<file path="src/rtl/sad_min_tracker_pkg.sv">
// Shared motion-estimation constants and FSM state encoding for the SAD
// minimum tracker.
package sad_min_tracker_pkg;
  localparam int PE_COUNT  = 16;
  localparam int ROW_COUNT = 16;
  localparam int SAD_WIDTH = 16;
  localparam int MV_WIDTH  = 5;
  localparam int MV_OFFSET = 8;

  typedef enum logic [1:0] {
    IDLE   = 2'd0,
    SEARCH = 2'd1,
    DONE   = 2'd2
  } state_t;
endpackage

</file>
<file path="src/rtl/sad_min_tracker_if.sv">
// Result handshake between the tracker (master) and the MV consumer (slave).
interface sad_min_tracker_if
  import sad_min_tracker_pkg::*;
#(
  parameter int SAD_WIDTH = sad_min_tracker_pkg::SAD_WIDTH,
  parameter int MV_WIDTH  = sad_min_tracker_pkg::MV_WIDTH
);
  logic                        out_mv_valid;
  logic                        in_mv_ready;
  logic signed [MV_WIDTH-1:0]  out_mv_x;
  logic signed [MV_WIDTH-1:0]  out_mv_y;
  logic        [SAD_WIDTH-1:0] out_min_sad;

  modport master (output out_mv_valid, out_mv_x, out_mv_y, out_min_sad, input in_mv_ready);
  modport slave  (input out_mv_valid, out_mv_x, out_mv_y, out_min_sad, output in_mv_ready);
endinterface

</file>
<file path="src/rtl/sad_min_tracker_pe_sad_select.sv">
// Lowest-index priority encoder over the PE done strobes plus the matching
// SAD mux; also flags when more than one PE reports in the same cycle.
module pe_sad_select
  import sad_min_tracker_pkg::*;
#(
  parameter int PE_COUNT  = sad_min_tracker_pkg::PE_COUNT,
  parameter int SAD_WIDTH = sad_min_tracker_pkg::SAD_WIDTH,
  parameter int IDX_W     = $clog2(PE_COUNT)
) (
  input  logic [PE_COUNT*SAD_WIDTH-1:0] i_pe_sad,
  input  logic [PE_COUNT-1:0]           i_pe_done,
  output logic                          o_any_done,
  output logic                          o_multi_hot,
  output logic [IDX_W-1:0]              o_index,
  output logic [SAD_WIDTH-1:0]          o_sad
);
  always_comb begin
    o_index = '0;
    // Scan downwards so the lowest set bit is the last one written.
    for (int i = PE_COUNT - 1; i >= 0; i--) begin
      if (i_pe_done[i]) o_index = IDX_W'(i);
    end
  end

  assign o_any_done  = |i_pe_done;
  assign o_multi_hot = |(i_pe_done & (i_pe_done - PE_COUNT'(1)));
  assign o_sad       = i_pe_sad[o_index*SAD_WIDTH +: SAD_WIDTH];
endmodule

</file>
<file path="src/rtl/sad_min_tracker.sv">
// Tracks the minimum SAD over a full 16x16 candidate search and presents the
// winning motion vector on a valid/ready handshake.
module sad_min_tracker
  import sad_min_tracker_pkg::*;
#(
  parameter int PE_COUNT  = sad_min_tracker_pkg::PE_COUNT,
  parameter int ROW_COUNT = sad_min_tracker_pkg::ROW_COUNT,
  parameter int SAD_WIDTH = sad_min_tracker_pkg::SAD_WIDTH,
  parameter int MV_WIDTH  = sad_min_tracker_pkg::MV_WIDTH
) (
  input  logic                          in_clk,
  input  logic                          in_rst,
  input  logic                          in_start,
  input  logic [PE_COUNT*SAD_WIDTH-1:0] in_pe_sad,
  input  logic [PE_COUNT-1:0]           in_pe_done,
  sad_min_tracker_if.master             mv_if,
  output logic                          out_busy,
  output logic                          out_err
);
  localparam int COL_W = $clog2(PE_COUNT);
  localparam int ROW_W = $clog2(ROW_COUNT);
  localparam int TOTAL = PE_COUNT * ROW_COUNT;
  localparam int CNT_W = $clog2(TOTAL) + 1;

  function automatic logic signed [MV_WIDTH-1:0] to_mv(input logic [MV_WIDTH-1:0] idx);
    return $signed(idx - MV_WIDTH'(MV_OFFSET));
  endfunction

  state_t                 r_state, w_state_nxt;
  logic                   w_init, w_accept;
  logic                   w_any_done, w_multi_hot;
  logic [COL_W-1:0]       w_sel_idx;
  logic [SAD_WIDTH-1:0]   w_sel_sad;
  logic                   w_cand_ok, w_enter_done;

  logic [ROW_W-1:0]       r_row;
  logic                   r_vld_p1;
  logic [SAD_WIDTH-1:0]   r_sad_p1;
  logic [COL_W-1:0]       r_col_p1;
  logic [ROW_W-1:0]       r_row_p1;

  logic [SAD_WIDTH-1:0]   r_min_sad_p2;
  logic [COL_W-1:0]       r_best_col_p2;
  logic [ROW_W-1:0]       r_best_row_p2;
  logic [CNT_W-1:0]       r_cand_cnt;
  logic                   r_last_p2;

  logic                       r_mv_valid;
  logic signed [MV_WIDTH-1:0] r_mv_x, r_mv_y;
  logic [SAD_WIDTH-1:0]       r_min_sad_out;
  logic                       r_err;

  pe_sad_select #(
    .PE_COUNT  (PE_COUNT),
    .SAD_WIDTH (SAD_WIDTH),
    .IDX_W     (COL_W)
  ) u_sel (
    .i_pe_sad    (in_pe_sad),
    .i_pe_done   (in_pe_done),
    .o_any_done  (w_any_done),
    .o_multi_hot (w_multi_hot),
    .o_index     (w_sel_idx),
    .o_sad       (w_sel_sad)
  );

  assign w_accept     = r_mv_valid && mv_if.in_mv_ready;
  assign w_cand_ok    = r_vld_p1 && (r_cand_cnt < CNT_W'(TOTAL));
  assign w_enter_done = (r_state == SEARCH) && (w_state_nxt == DONE);

  always_ff @(posedge in_clk or posedge in_rst) begin
    if (in_rst) r_state <= IDLE;
    else        r_state <= w_state_nxt;
  end

  always_comb begin
    w_state_nxt = r_state;
    w_init      = 1'b0;
    case (r_state)
      IDLE: begin
        if (in_start) begin
          w_state_nxt = SEARCH;
          w_init      = 1'b1;
        end
      end
      SEARCH: begin
        if (in_start)       w_init      = 1'b1;
        else if (r_last_p2) w_state_nxt = DONE;
      end
      DONE: begin
        if (w_accept) begin
          w_state_nxt = in_start ? SEARCH : IDLE;
          w_init      = in_start;
        end
      end
      default: w_state_nxt = IDLE;
    endcase
  end

  // Stage 1: capture the selected PE result and the row it belongs to.
  always_ff @(posedge in_clk or posedge in_rst) begin
    if (in_rst) begin
      r_vld_p1 <= 1'b0;
      r_row    <= '0;
    end else if (w_init) begin
      r_vld_p1 <= 1'b0;
      r_row    <= '0;
    end else if (r_state == SEARCH) begin
      r_vld_p1 <= w_any_done;
      if (w_any_done && (w_sel_idx == COL_W'(PE_COUNT - 1))) r_row <= r_row + 1'b1;
    end else begin
      r_vld_p1 <= 1'b0;
    end
  end

  always_ff @(posedge in_clk) begin
    if (w_any_done) begin
      r_sad_p1 <= w_sel_sad;
      r_col_p1 <= w_sel_idx;
      r_row_p1 <= r_row;
    end
  end

  // Stage 2: strict-less-than compare keeps the earliest candidate on ties.
  always_ff @(posedge in_clk or posedge in_rst) begin
    if (in_rst) begin
      r_min_sad_p2  <= '1;
      r_best_col_p2 <= '0;
      r_best_row_p2 <= '0;
      r_cand_cnt    <= '0;
      r_last_p2     <= 1'b0;
    end else if (w_init) begin
      r_min_sad_p2  <= '1;
      r_best_col_p2 <= '0;
      r_best_row_p2 <= '0;
      r_cand_cnt    <= '0;
      r_last_p2     <= 1'b0;
    end else begin
      r_last_p2 <= (r_state == SEARCH) && w_cand_ok && (r_cand_cnt == CNT_W'(TOTAL - 1));
      if ((r_state == SEARCH) && w_cand_ok) begin
        r_cand_cnt <= r_cand_cnt + 1'b1;
        if (r_sad_p1 < r_min_sad_p2) begin
          r_min_sad_p2  <= r_sad_p1;
          r_best_col_p2 <= r_col_p1;
          r_best_row_p2 <= r_row_p1;
        end
      end
    end
  end

  // Output stage: result registers load only on entry to DONE.
  always_ff @(posedge in_clk or posedge in_rst) begin
    if (in_rst) begin
      r_mv_valid    <= 1'b0;
      r_mv_x        <= '0;
      r_mv_y        <= '0;
      r_min_sad_out <= '0;
    end else if (w_enter_done) begin
      r_mv_valid    <= 1'b1;
      r_mv_x        <= to_mv(MV_WIDTH'(r_best_col_p2));
      r_mv_y        <= to_mv(MV_WIDTH'(r_best_row_p2));
      r_min_sad_out <= r_min_sad_p2;
    end else if (w_accept) begin
      r_mv_valid    <= 1'b0;
    end
  end

  always_ff @(posedge in_clk or posedge in_rst) begin
    if (in_rst)                                       r_err <= 1'b0;
    else if (w_init)                                  r_err <= 1'b0;
    else if (w_any_done && (r_state != SEARCH))       r_err <= 1'b1;
    else if (w_any_done && w_multi_hot)               r_err <= 1'b1;
  end

  assign mv_if.out_mv_valid = r_mv_valid;
  assign mv_if.out_mv_x     = r_mv_x;
  assign mv_if.out_mv_y     = r_mv_y;
  assign mv_if.out_min_sad  = r_min_sad_out;
  assign out_busy           = (r_state == SEARCH);
  assign out_err            = r_err;
endmodule

</file>
<file path="src/flat_wrapper.sv">
// flat-port wrapper written by rule: the top's interface ports become plain ports
module sad_min_tracker_flat import sad_min_tracker_pkg::*;
#(
  parameter int PE_COUNT  = sad_min_tracker_pkg::PE_COUNT,
  parameter int ROW_COUNT = sad_min_tracker_pkg::ROW_COUNT,
  parameter int SAD_WIDTH = sad_min_tracker_pkg::SAD_WIDTH,
  parameter int MV_WIDTH  = sad_min_tracker_pkg::MV_WIDTH
)
  (in_clk, in_rst, in_start, in_pe_sad, in_pe_done, out_busy, out_err, mv_if_out_mv_valid, mv_if_out_mv_x, mv_if_out_mv_y, mv_if_out_min_sad, mv_if_in_mv_ready);
  sad_min_tracker_if #(.SAD_WIDTH(SAD_WIDTH), .MV_WIDTH(MV_WIDTH)) mv_if_i ();
  input  logic in_clk;
  input  logic in_rst;
  input  logic in_start;
  input  logic [PE_COUNT*SAD_WIDTH-1:0] in_pe_sad;
  input  logic [PE_COUNT-1:0] in_pe_done;
  output logic out_busy;
  output logic out_err;
  output wire logic [$bits(mv_if_i.out_mv_valid)-1:0] mv_if_out_mv_valid;
  output wire logic [$bits(mv_if_i.out_mv_x)-1:0] mv_if_out_mv_x;
  output wire logic [$bits(mv_if_i.out_mv_y)-1:0] mv_if_out_mv_y;
  output wire logic [$bits(mv_if_i.out_min_sad)-1:0] mv_if_out_min_sad;
  input wire logic [$bits(mv_if_i.in_mv_ready)-1:0] mv_if_in_mv_ready;
  assign mv_if_out_mv_valid = mv_if_i.out_mv_valid;
  assign mv_if_out_mv_x = mv_if_i.out_mv_x;
  assign mv_if_out_mv_y = mv_if_i.out_mv_y;
  assign mv_if_out_min_sad = mv_if_i.out_min_sad;
  assign mv_if_i.in_mv_ready = mv_if_in_mv_ready;
  sad_min_tracker #(.PE_COUNT(PE_COUNT), .ROW_COUNT(ROW_COUNT), .SAD_WIDTH(SAD_WIDTH), .MV_WIDTH(MV_WIDTH)) u_core (.in_clk(in_clk), .in_rst(in_rst), .in_start(in_start), .in_pe_sad(in_pe_sad), .in_pe_done(in_pe_done), .mv_if(mv_if_i), .out_busy(out_busy), .out_err(out_err));
endmodule
</file>
<file path="config.mk">
export PLATFORM = sky130hd
export DESIGN_NAME = sad_min_tracker_flat
export DESIGN_NICKNAME = d
export VERILOG_FILES = /design/src/rtl/sad_min_tracker_pkg.sv /design/src/rtl/sad_min_tracker_if.sv /design/src/rtl/sad_min_tracker_pe_sad_select.sv /design/src/rtl/sad_min_tracker.sv /design/src/flat_wrapper.sv
export SDC_FILE = /design/constraint.sdc
export NUM_CORES = 1
export LEC_CHECK = 0
export ABC_AREA = 0
export BUFFER_PORTS_ARGS = -buffer_cell sky130_fd_sc_hd__buf_2
export CAP_MARGIN = 15
export CORE_AREA = 3 3 119 121
export CTS_BUF_LIST = sky130_fd_sc_hd__clkbuf_2
export CTS_CLUSTER_DIAMETER = 150
export DETAILED_ROUTE_END_ITERATION = 6
export DIE_AREA = 0 0 122 124
export MAX_ROUTING_LAYER = met4
export PLACE_DENSITY_LB_ADDON = 0.15
export SYNTH_ARGS = -nofsm -noshare
export SYNTH_HDL_FRONTEND = slang
export SYNTH_SLANG_ARGS = --single-unit
</file>
<file path="constraint.sdc">
create_clock -name in_clk -period 5.3 [get_ports in_clk]
set_input_delay 1.06 -clock in_clk [delete_from_list [all_inputs] [get_ports in_clk]]
set_output_delay 1.06 -clock in_clk [all_outputs]
set_load 0.05 [all_outputs]
</file>
# --- Yosys cells after proc, flatten, opt, wreduce, memory -nomap -nowiden ---
# Cells that the tools add are included.
op_classes:
  n_addsub: 5
  n_lt_le_gt_ge: 2
  eq_ne: 6
  n_shift: 1
  mux: 47
  bitwise_logic: 1
  reduce_logical: 20
ops:
  columns: ["op", "count"]
  rows:
  - ["$shiftx A256 B9 Y16", 1]
  - ["$mux W4", 25]
  - ["$mux W16", 3]
  - ["$reduce_or A16 Y1", 2]
  - ["$mux W9", 2]
  - ["$and A16 B16 Y16", 1]
  - ["$lt A16 B16 Y1", 1]
  - ["$sub A16 B1 Y16 const B", 1]
  - ["$mux W1", 11]
  - ["$reduce_bool A2 Y1", 5]
  - ["$sub A4 B4 Y5 const B", 2]
  - ["$add A9 B1 Y9 const B", 1]
  - ["$eq A9 B8 Y1 const B", 1]
  - ["$lt A9 B9 Y1 const B", 1]
  - ["$logic_and A1 B1 Y1", 8]
  - ["$mux W2", 4]
  - ["$pmux W2 S3", 1]
  - ["$add A4 B1 Y4 const B", 1]
  - ["$eq A2 B2 Y1 const B", 2]
  - ["$eq A4 B4 Y1 const B", 1]
  - ["$reduce_and A2 Y1", 2]
  - ["$reduce_bool A3 Y1", 1]
  - ["$eq A2 B1 Y1 const B", 1]
  - ["$logic_not A2 Y1", 1]
  - ["other kinds (3)", 3]
word_totals:
  register_bits: 93
  input_bits: 276
  out_inout_bits: 29
  word_cells: 98

# --- Longest topological paths before layout ---
logic_depth:
  ltp_word: 21
  mapped_depth: 11
  depth_no_buf: 9

# --- Hierarchy ---
# From an unflattened synthesis, not the netlist that was laid out.
hier_totals:
  hier_cells: 762
  area_unflattened_um2: 6625.1
by_module_without_submodules:
  columns: ["module", "n_inst", "cells_per_inst", "area_each_um2", "seq_area_each_um2"]
  rows:
  - ["sad_min_tracker", 1, 343, 3943.8, 2417.3]
  - ["pe_sad_select", 1, 419, 2681.3, 0.0]

# --- Worst setup path before layout ---
# Ideal clock, no wire load.
synth_timing:
  kind: "input to register"
  start: "input port in_pe_done[2]"
  end: "register u_core.r_sad_p1[7] (data pin)"
  setup_time_ps: 256
  t_arrival_ps: 2998
  required_time_ps: 5044
  path_slack_ps: 2046
  stages: 10
  n_path_buf: 4
  path_cell_list: "buf_2 nor4_2 nand2_2 or3_1 buf_2 buf_6 buf_6 a211oi_1 nor3_1 and4b_1"
synth_between:
  elab_chain_cells: 4
synth_rtl:
  columns: ["item", "line", "text"]
  rows:
  - ["start: declaration", "flat_wrapper.sv:15", "input logic [PE_COUNT-1:0] in_pe_done;"]
  - ["$mux W4 (3 in a row)", "sad_min_tracker_pe_sad_select.sv:21", "if (i_pe_done[i]) o_index = IDX_W'(i);"]
  - ["$shiftx A256 B9 Y16", "sad_min_tracker_pe_sad_select.sv:27", "assign o_sad = i_pe_sad[o_index*SAD_WIDTH +: SAD_WIDTH];"]
  - ["via u_core.u_sel.o_sad[7]", "sad_min_tracker_pe_sad_select.sv:15", "output logic [SAD_WIDTH-1:0] o_sad"]
  - ["end signal: assignment", "sad_min_tracker.sv:117", "r_sad_p1 <= w_sel_sad;"]
  - ["end: declaration", "sad_min_tracker.sv:38", "logic [SAD_WIDTH-1:0] r_sad_p1;"]
# The timed path passes the listed nets, and every way through them passes these cells.
# A chain may end at the register's enable or synchronous reset.

# --- Final worst setup path ---
layout_timing:
  start: "input port in_pe_done[4]"
  end: "register u_core.r_sad_p1[9] (data pin)"
layout_between:
  elab_chain_cells: 6
layout_rtl:
  columns: ["item", "line"]
  rows:
  - ["$mux W4 (5 in a row)", "sad_min_tracker_pe_sad_select.sv:21"]
  - ["$shiftx A256 B9 Y16", "sad_min_tracker_pe_sad_select.sv:27"]
  - ["via u_core.u_sel.o_sad[9]", "sad_min_tracker_pe_sad_select.sv:15"]
# The timed path passes the listed nets, and every way through them passes these cells.

==> out/metrics.cfg <==
[status]
status = finished clean

[cts]
cts_tree = done
clock_latency_ns = 0.56
cts_hold_buf = 0
cts_buffer_depth = 2
htree_levels = 3
cts_resized = 0
cts_root_buffer = clkbuf_2
cts_sinks = 91
postCtsSetupBuffers = 0
cts_made_buffers = 9
clk_pin_slew_worst_paths_ns = 0.24

[floorplanning]
dieArea_sq_um = 15100
num_rows = 42
io_pins = 305
initial_core_util_pct = 46.5
die_x_um = 122
fp.dieH_um = 124
core_sq_um = 13200

[setup_path]
r2r_start = u_core.r_state[1]
rrSetupSlack_ns = 2.19
ff2ff_path_depth = 8
slowest_delay_ns = 0.47
critPathArrivalTime_ns = 3.89
required_ns = 5.73
crit_buf_inv = 3
worst_path_max_delay_cell = inv_2
endpoint_kind = flop
reg2reg_to = u_core.r_best_row_p2[2]
cp-start-kind = primary input
crit_type = in2reg
path_cells = buf_2 -> or3_1 -> a211o_1 -> a21oi_2 -> nor2_4 -> inv_2 -> buf_4 -> a211oi_1 -> a2111oi_0 -> and4_1
crit_fanout = 32
cp_num_cells = 10
crit_family = compound AO/OA/AOI/OAI gates

[yosys]
postSynthAreaPerCell_sq_um = 8.97
synth.distinct_cells = 63
synth_edf_count = 24
synth_warnings = 0
ys_ff_latch = 91
ys_seq_area_share_pct = 39.4
yosys.area.top_type_share_pct = 20.8
synthesis.area_sq_um = 6140
synth.largest_area_cell = dfrtp_1
synth_flop_cell = dfrtp_1
async_reset_ff_share_pct = 73.6
yosysMostFrequentCell = nand2_1
synthTopCellsByCount = nand2_1 (78), nor2_1 (59), dfrtp_1 (51), o22ai_1 (51), o21ai_0 (43)
syn_inst = 684
synthTopCellsByArea = dfrtp_1 (21%), edfxtp_1 (12%), dfstp_2 (6.8%)
mappedNetlistNets = 978

[finish]
layoutNonFillerInstCount = 1156
drive_gt1_share_pct = 39.3
area_delta_synth_final_pct = 29.3
layout.nets = 1260

[global_routing]
grtUsageMet3_pct = 4.63
grt_pass1_vias = 6319
met2_usage_pct = 50.1
globalRouteOverflowTotal = 0
gr-max-usage-layer = met2
grt_antenna_before_repair = 8
grt_pass1_wl_mm = 36.4
grt_usage_pct = 33.3
grt_max_degree = 68
grtUsageMet1_pct = 46.0

[routing]
vias_per_cell = 5.94
dr.pass1.iters = 5
drc_errors = 0
vias = 6865
drt_iter0_drc = 780
drt-wirelength-per-cell_um = 22.0
wl_mm = 25.5
ant_nets = 0

[min_path]
holdPathStages = 2
min_from = u_core.mv_if.out_mv_x[2]
hp-class = reg2reg
whs_endpoint = u_core.mv_if.out_mv_x[2]

[sta]
report.final.slew_viol_count = 0
fin_ws_ns = 1.84
setup_viol = 0
layout_min_cycle_time_ns = 3.46
tns_ns = 0
fin_skew_ns = 0.0360
whs_ns = 0.504
fin_crit_sh_pct = 65.2
tightestPinTransition_ns = 1.20
hold_violations = 0
max_freq_mhz = 289
rsz0062_at_grt = false
relSlewSlack_pct = 19.9

[power_and_ir_drop]
finalPower_w = 0.00156
p_per_area_nw_per_um2 = 196
peakVddDrop_mv = 0.0824
p_leak_nw = 3.80

[placed_design]
globalplace.congestion = 0.964
portBuffers = 304
preCtsSetupSlack_ns = 1.31
hpwlAfterDp_mm = 20.4
dp_cells = 1129

[flow_run]
cap_violations = 0

-- per-stage QoR --
stage,util [%],instance area (sq um)
after floorplan,-,6140
after global placement,58.9,7770
after detailed placement,58.9,7770
after CTS,59.6,7860
after global routing,60.1,7930
final,60.2,7940
-- how the worst max path moves through the flow --
| stage | from | endpoint | slack (ns) |
|---|---|---|---|
| floorplan | in_pe_done[2] | u_core.r_sad_p1[7] | 2.05 |
| global placement | in_pe_done[4] | u_core.r_sad_p1[9] | 1.42 |
| detailed placement | in_pe_done[4] | u_core.r_sad_p1[9] | 1.31 |
| CTS | in_pe_done[4] | u_core.r_sad_p1[9] | 1.92 |
| global route | in_pe_done[4] | u_core.r_sad_p1[9] | 1.75 |
| finish | in_pe_done[4] | u_core.r_sad_p1[9] | 1.84 |
-- worst reg2reg max path, cell delays in order, from the launching register on --
cell and delay [ns]:
dfrtp_1 0.46, nand2b_1 0.32, inv_1 0.16, nand2_1 0.09, nor2_1 0.44, o2111ai_1 0.28, a21oi_4 0.91, mux2i_1 0.29
nor2_1 0.06
-- cell usage in the layout (no fill, tap or decap), types with 6 or more instances in the layout --
cell	synthesis	layout
buf_2	11	304
nand2_1	78	78
nor2_1	59	59
o22ai_1	51	51
dfrtp_1	51	51
o21ai_0	43	41
inv_1	29	28
nor3_1	26	26
edfxtp_1	24	24
o221ai_1	23	23
mux2i_1	20	20
ha_1	18	18
a21oi_1	18	17
a211o_1	17	17
dfstp_2	16	16
o211ai_1	15	15
a211oi_1	13	13
mux2_2	13	13
buf_4	2	13
clkbuf_2	0	10
diode_2	0	9
nand3_1	8	8
or3_1	8	8
o22a_1	7	7
xnor2_1	6	6
a221o_1	6	6
o32a_1	6	6
-- cell type report --
cell class	instances	area [sq um]
Clock inverter	6	41.3
Fill cell	1255	5260
Clock buffer	10	50.0
Timing Repair Buffer	319	1670
Tap cell	176	220
Sequential cell	91	2420
Antenna cell	9	22.5
Inverter	30	113
Multi-Input combinational cell	515	3400
-- cells by family after synthesis --
| kind of cell | Yosys count | share of synthesized area [%] |
|---|---|---|
| muxes | 33 | 5.65 |
| and+or+nand+nor | 225 | 17.9 |
| DFF | 91 | 39.4 |
| xor gates and xnor gates | 10 | 1.43 |
| buffers and inverters | 78 | 5.73 |
| AOI/OAI and AO/OA | 228 | 26.1 |
| adders and majority gates | 19 | 3.83 |
-- routing by layer --
| layer | part of all wire (%) | up-vias |
|---|---|---|
| met4 | 3.2 | 0 |
| met2 | 47 | 395 |
| met1 | 41 | 3229 |
| li1 | - | 3188 |
| met3 | 9.0 | 53 |
| met5 | 0 | - |
-- where the power goes --
group	switching [W]	internal, W	total, W
Sequential	0.0000288	0.000779	0.000808
Combinational	0.000242	0.000192	0.000434
Clock	0.000248	0.0000656	0.000313
Total	0.000519	0.00104	0.00156
-- state kept, by name, summed over array words and instances, names as in the netlist --
| signal | count |
|---|---|
| u_core.mv_if.out_min_sad | 16 |
| u_core.mv_if.out_mv_valid | 1 |
| u_core.mv_if.out_mv_x | 4 |
| u_core.mv_if.out_mv_y | 4 |
| u_core.out_err | 1 |
| u_core.r_best_col_p2 | 4 |
| u_core.r_best_row_p2 | 4 |
| u_core.r_cand_cnt | 9 |
| u_core.r_col_p1 | 4 |
| u_core.r_last_p2 | 1 |
| u_core.r_min_sad_p2 | 16 |
| u_core.r_row | 4 |
| u_core.r_row_p1 | 4 |
| u_core.r_sad_p1 | 16 |
| u_core.r_state | 2 |
| u_core.r_vld_p1 | 1 |
No activity file was read; power rests on OpenSTA's default activity.
